`src/rtl/counter_scheduler.sv`:
```
// Round-robin scheduler sharing one external load/count counter between NUM_REQ requesters.
// Optional abort-on-request-drop behaviour is enabled with `define COUNTER_SCHED_ABORT_EN.
module counter_scheduler #(
    parameter int unsigned NUM_REQ = 4,
    parameter int unsigned WIDTH   = 16
) (
    input  logic                     clock,
    input  logic                     reset,
    input  logic [NUM_REQ-1:0]       req,
    input  logic [NUM_REQ*WIDTH-1:0] req_start,
    input  logic [NUM_REQ*WIDTH-1:0] req_limit,
    output logic [NUM_REQ-1:0]       gnt,
    output logic [NUM_REQ-1:0]       done,
    output logic                     busy,
    output logic [WIDTH-1:0]         cnt_data_in,
    output logic                     cnt_load,
    output logic                     cnt_count,
    input  logic [WIDTH-1:0]         cnt_value
);

    localparam int unsigned PTR_W = (NUM_REQ > 1) ? $clog2(NUM_REQ) : 1;

    typedef enum logic [1:0] {
        IDLE = 2'd0,
        LOAD = 2'd1,
        RUN  = 2'd2,
        DONE = 2'd3
    } state_e;

    state_e             state_q, state_d;
    logic [PTR_W-1:0]   ptr_q, ptr_d;
    logic [PTR_W-1:0]   win_q, win_d;
    logic [NUM_REQ-1:0] gnt_q, gnt_d;
    logic [NUM_REQ-1:0] done_q, done_d;
    logic               busy_q, busy_d;
    logic [WIDTH-1:0]   data_in_q, data_in_d;
    logic               load_q, load_d;
    logic [WIDTH-1:0]   limit_q, limit_d;

    logic [WIDTH-1:0]   start_arr [NUM_REQ];
    logic [WIDTH-1:0]   limit_arr [NUM_REQ];
    logic [PTR_W-1:0]   win_idx;
    logic [PTR_W-1:0]   cand_idx;
    int unsigned        cand;
    logic               abort_c;

    always_comb begin
        for (int unsigned i = 0; i < NUM_REQ; i++) begin
            start_arr[i] = req_start[i*WIDTH +: WIDTH];
            limit_arr[i] = req_limit[i*WIDTH +: WIDTH];
        end
    end

    // First set request at or above the rr pointer, wrapping around.
    always_comb begin
        win_idx  = '0;
        cand     = 0;
        cand_idx = '0;
        for (int unsigned k = NUM_REQ; k > 0; k--) begin
            cand     = (32'(ptr_q) + k - 1) % NUM_REQ;
            cand_idx = PTR_W'(cand);
            if (req[cand_idx]) begin
                win_idx = cand_idx;
            end
        end
    end

`ifdef COUNTER_SCHED_ABORT_EN
    assign abort_c = ((state_q == LOAD) || (state_q == RUN)) && !req[win_q];
`else
    assign abort_c = 1'b0;
`endif

    // Counter advances until it reaches the latched terminal value.
    assign cnt_count = (state_q == RUN) && (cnt_value != limit_q) && !abort_c;

    always_comb begin
        state_d   = state_q;
        ptr_d     = ptr_q;
        win_d     = win_q;
        gnt_d     = gnt_q;
        done_d    = '0;
        busy_d    = busy_q;
        data_in_d = data_in_q;
        load_d    = 1'b0;
        limit_d   = limit_q;

        case (state_q)
            IDLE: begin
                if (|req) begin
                    state_d        = LOAD;
                    win_d          = win_idx;
                    gnt_d          = '0;
                    gnt_d[win_idx] = 1'b1;
                    data_in_d      = start_arr[win_idx];
                    limit_d        = limit_arr[win_idx];
                    load_d         = 1'b1;
                    busy_d         = 1'b1;
                    ptr_d          = PTR_W'((32'(win_idx) + 32'd1) % NUM_REQ);
                end
            end
            LOAD: begin
                state_d = RUN;
            end
            RUN: begin
                if (cnt_value == limit_q) begin
                    state_d       = DONE;
                    done_d[win_q] = 1'b1;
                end
            end
            DONE: begin
                state_d = IDLE;
                gnt_d   = '0;
                busy_d  = 1'b0;
            end
            default: begin
                state_d = IDLE;
                gnt_d   = '0;
                busy_d  = 1'b0;
            end
        endcase

        // A dropped request ends its interval silently; the counter keeps its value.
        if (abort_c) begin
            state_d = IDLE;
            gnt_d   = '0;
            busy_d  = 1'b0;
            done_d  = '0;
        end
    end

    always_ff @(posedge clock or negedge reset) begin
        if (!reset) begin
            state_q   <= IDLE;
            ptr_q     <= '0;
            win_q     <= '0;
            gnt_q     <= '0;
            done_q    <= '0;
            busy_q    <= 1'b0;
            data_in_q <= '0;
            load_q    <= 1'b0;
            limit_q   <= '0;
        end else begin
            state_q   <= state_d;
            ptr_q     <= ptr_d;
            win_q     <= win_d;
            gnt_q     <= gnt_d;
            done_q    <= done_d;
            busy_q    <= busy_d;
            data_in_q <= data_in_d;
            load_q    <= load_d;
            limit_q   <= limit_d;
        end
    end

    assign gnt         = gnt_q;
    assign done        = done_q;
    assign busy        = busy_q;
    assign cnt_data_in = data_in_q;
    assign cnt_load    = load_q;

endmodule

```
`config.mk`:
```
export PLATFORM = sky130hd
export DESIGN_NAME = counter_scheduler
export DESIGN_NICKNAME = d
export VERILOG_FILES = /design/src/rtl/counter_scheduler.sv
export SDC_FILE = /design/constraint.sdc
export NUM_CORES = 1
export LEC_CHECK = 0
export ABC_AREA = 1
export BUFFER_PORTS_ARGS = -buffer_cell sky130_fd_sc_hd__buf_2
export CORE_UTILIZATION = 25
export DETAILED_ROUTE_END_ITERATION = 12
export PLACE_DENSITY = 0.52
export SYNTH_ARGS = -nofsm -noshare
export SYNTH_HDL_FRONTEND = slang
export SYNTH_SLANG_ARGS = --single-unit
```
`constraint.sdc`:
```
create_clock -name clock -period 2 [get_ports clock]
set_input_delay 0.3 -clock clock [delete_from_list [all_inputs] [get_ports clock]]
set_output_delay 0.3 -clock clock [all_outputs]
set_load 0.02 [all_outputs]
```
==> flow_metrics.tcl <==
set metrics [dict create \
    gp_congestion 0.871 \
    ant_nets 0 \
    drv_slew 0 \
    dpl_cell_area_mm2 0.00490 \
    fin_area_mm2 0.00549 \
    worst-path-buf-inv 2 \
    cts_max_path_buffers 2 \
    rsz0062_at_grt "true" \
    htreeDepth 2 \
    dr.first_iter.drc_count 132 \
    cp_common_cell "nand2_1" \
    peakVddDrop_mv 0.873 \
    cts_made_buffers 5 \
    grt-ovfl-total 0 \
    crit_family "simple AND/OR/NAND/NOR gates" \
    dpl.hpwl_um 9060 \
    cp_slowest_cell "dfrtp_2" \
    tightest_slew_ps 538 \
    yosysSeqAreaShare 0.321 \
    path_clk_slew_ps 70 \
    cp-start-kind "register" \
    syn_to_final_growth_pct 46.7 \
    initial_utilization 0.257 \
    wl_per_cell_um 12.8 \
    reg2reg_slack_ps 40 \
    hold_start "req_limit[63]" \
    critPathKind "reg2reg" \
    crit_fanout 6 \
    stdcell_count 998 \
    grt_start_max_net_pins 42 \
    ys_types 24 \
    drt_wl_total_um 12800 \
    num_rows 44 \
    portBuffers 176 \
    vias 4323 \
    fmax_mhz 511 \
    finalSetupTns_ps 0 \
    io_pins 177 \
    cp.arrival_ps 2150 \
    syn-cell-area_mm2 0.00374 \
    synth_seq_cells 48 \
    grt_usage 0.156 \
    yosys_warnings 0 \
    layout_commonest_cell "nand2_1" \
    drc_errors 0 \
    crit_start "ptr_q[0]" \
    drive_above_1_share 0.328 \
    vias_per_cell 4.33 \
    p_leak_uw 0.00334 \
    end_kind "register" \
    relSlewSlack 0.641 \
    utilization 0.376 \
    cp.required_ps 2190 \
    first_pass_iters 5 \
    slowest_delay_ps 470 \
    antenna_found_initial 0 \
    clock_skew_ps 6.90 \
    layout.nets 967 \
    setup_violations 0 \
    die_w_um 124 \
    final_cell_mix "270 x nand2_1, 175 x buf_2, 104 x nand3_1, 83 x inv_1, 46 x dfrtp_1" \
    min_period_ps 1960 \
    die_area_mm2 0.0155 \
    syn-num-nets 779 \
    dieHeight_um 124 \
    first_global_vias 4046 \
    n_antenna_cell 0 \
    status "complete, no violations" \
    power_density_mw_per_mm2 1900 \
    avgSynthCellArea_um2 5.99 \
    post_synth_inst_count 625 \
    crit_chain "xnor2_2, nand2_1, nand3_4, nand2_2, nand2_4, nand2_8, buf_12, clkbuf_16, nand2_1, nand2_1, nand2_1, nand2_1, nand2_1, nand2_1" \
    place_inst 974 \
    hold_viol 0 \
    worstSkewPairLatency_ps 300 \
    worstReg2RegStart "ptr_q[0]" \
    coreArea_mm2 0.0146 \
    grt_first_pass_wirelength_um 19600 \
    cts.sinks 48 \
    clockRootBuffer "clkbuf_16" \
    drv_cap 0 \
    fin_crit_sh 0.979 \
    cts_tree "built" \
    min_path_type "in2reg" \
]
[cell type report]
cell class | instances | area, µm²
Sequential cell | 48 | 1200
Clock buffer | 6 | 139
Clock inverter | 2 | 15.0
Inverter | 89 | 334
Timing Repair Buffer | 216 | 1400
Fill cell | 1589 | 9100
Tap cell | 184 | 230
Multi-Input combinational cell | 453 | 2170
[metal layers]
layer / vias up / global-route usage / part of all wire
met5: - / 0 / 0
met4: 0 / 0.0425 / 0.0098
met3: 8 / 0.0318 / 0.053
met2: 128 / 0.262 / 0.46
met1: 1907 / 0.202 / 0.47
li1: 2280 / - / -
[final timing paths]
| kind | to | cells after the start |
|---|---|---|
| max | cnt_data_in[3] | 14 |
| min reg2reg | cnt_data_in[5] | 2 |
| min in group asynchronous | done[3] | 2 |
| min | limit_q[15] | 7 |
| max reg2reg | cnt_data_in[3] | 14 |
| max in group asynchronous | ptr_q[1] | 3 |
[worst register-to-register path: stages (launching register included)]
cell and delay (ps):
dfrtp_2 470, xnor2_2 220, nand2_1 150, nand3_4 100, nand2_2 80, nand2_4 120, nand2_8 100, buf_12 140
clkbuf_16 160, nand2_1 60, nand2_1 50, nand2_1 50, nand2_1 40, nand2_1 60, nand2_1 50
[cells by family after synthesis]
family                   Yosys count  synth area share
AO/OA/AOI/OAI                     13            0.0207
buffers and inverters            124             0.145
AND/OR/NAND/NOR                  421             0.465
XOR/XNOR                          15            0.0351
adder cells (fa/ha/maj)            4            0.0134
flip-flops                        48             0.321
[state kept, by name, indices dropped and copies added (netlist names)]
register,flops
win_q,2
cnt_load,1
done,4
gnt,4
cnt_data_in,16
busy,1
state_q,2
limit_q,16
ptr_q,2
[report_power, final]
part	total, µW	switching (µW)	internal [µW]
clock network	904	405	499
registers	1710	294	1420
logic	7810	4560	3240
total	10400	5260	5160
[metrics by stage]
stage               power [µW]  setup slack, ps  hold WS, ps
finish                   10400             41.9          368
global route             11400            -75.8          414
CTS                       9270             8.12          354
detailed placement        8280             18.1          329
global placement          8310             66.3          325
floorplan                 6400              305         4.41
[synth_stat cells]
cell / instances / area [µm²]
and2_1: 1 / 6.26
buf_2: 14 / 70.1
dfrtp_1: 48 / 1200
nand2_1: 293 / 1100
buf_4: 8 / 60.1
o21a_1: 2 / 15.0
inv_1: 86 / 323
nand2_2: 2 / 12.5
buf_1: 1 / 3.75
or2_2: 2 / 12.5
nor3_1: 2 / 10.0
nor2_1: 9 / 33.8
nand3_1: 109 / 546
o21ai_0: 7 / 35.0
ha_1: 4 / 50.1
clkbuf_1: 8 / 30.0
xnor2_1: 15 / 131
buf_6: 4 / 45.0
o22ai_1: 2 / 12.5
clkinv_1: 2 / 7.51
o21ai_2: 1 / 8.76
a31oi_1: 1 / 6.26
inv_2: 1 / 3.75
nand4_1: 3 / 18.8
[timing repair]
| item | CTS | global route |
|---|---|---|
| cloned | 0 | 5 |
| hold endpoints to repair | 11 | 0 |
| endpoints found under the setup margin | 2 | 38 |
| setup buffers | 0 | 11 |
| hold buffers | 1 | 0 |
| resized for setup | 4 | 62 |
| pin swaps | 0 | 22 |
(Power assumes the default switching activity.)
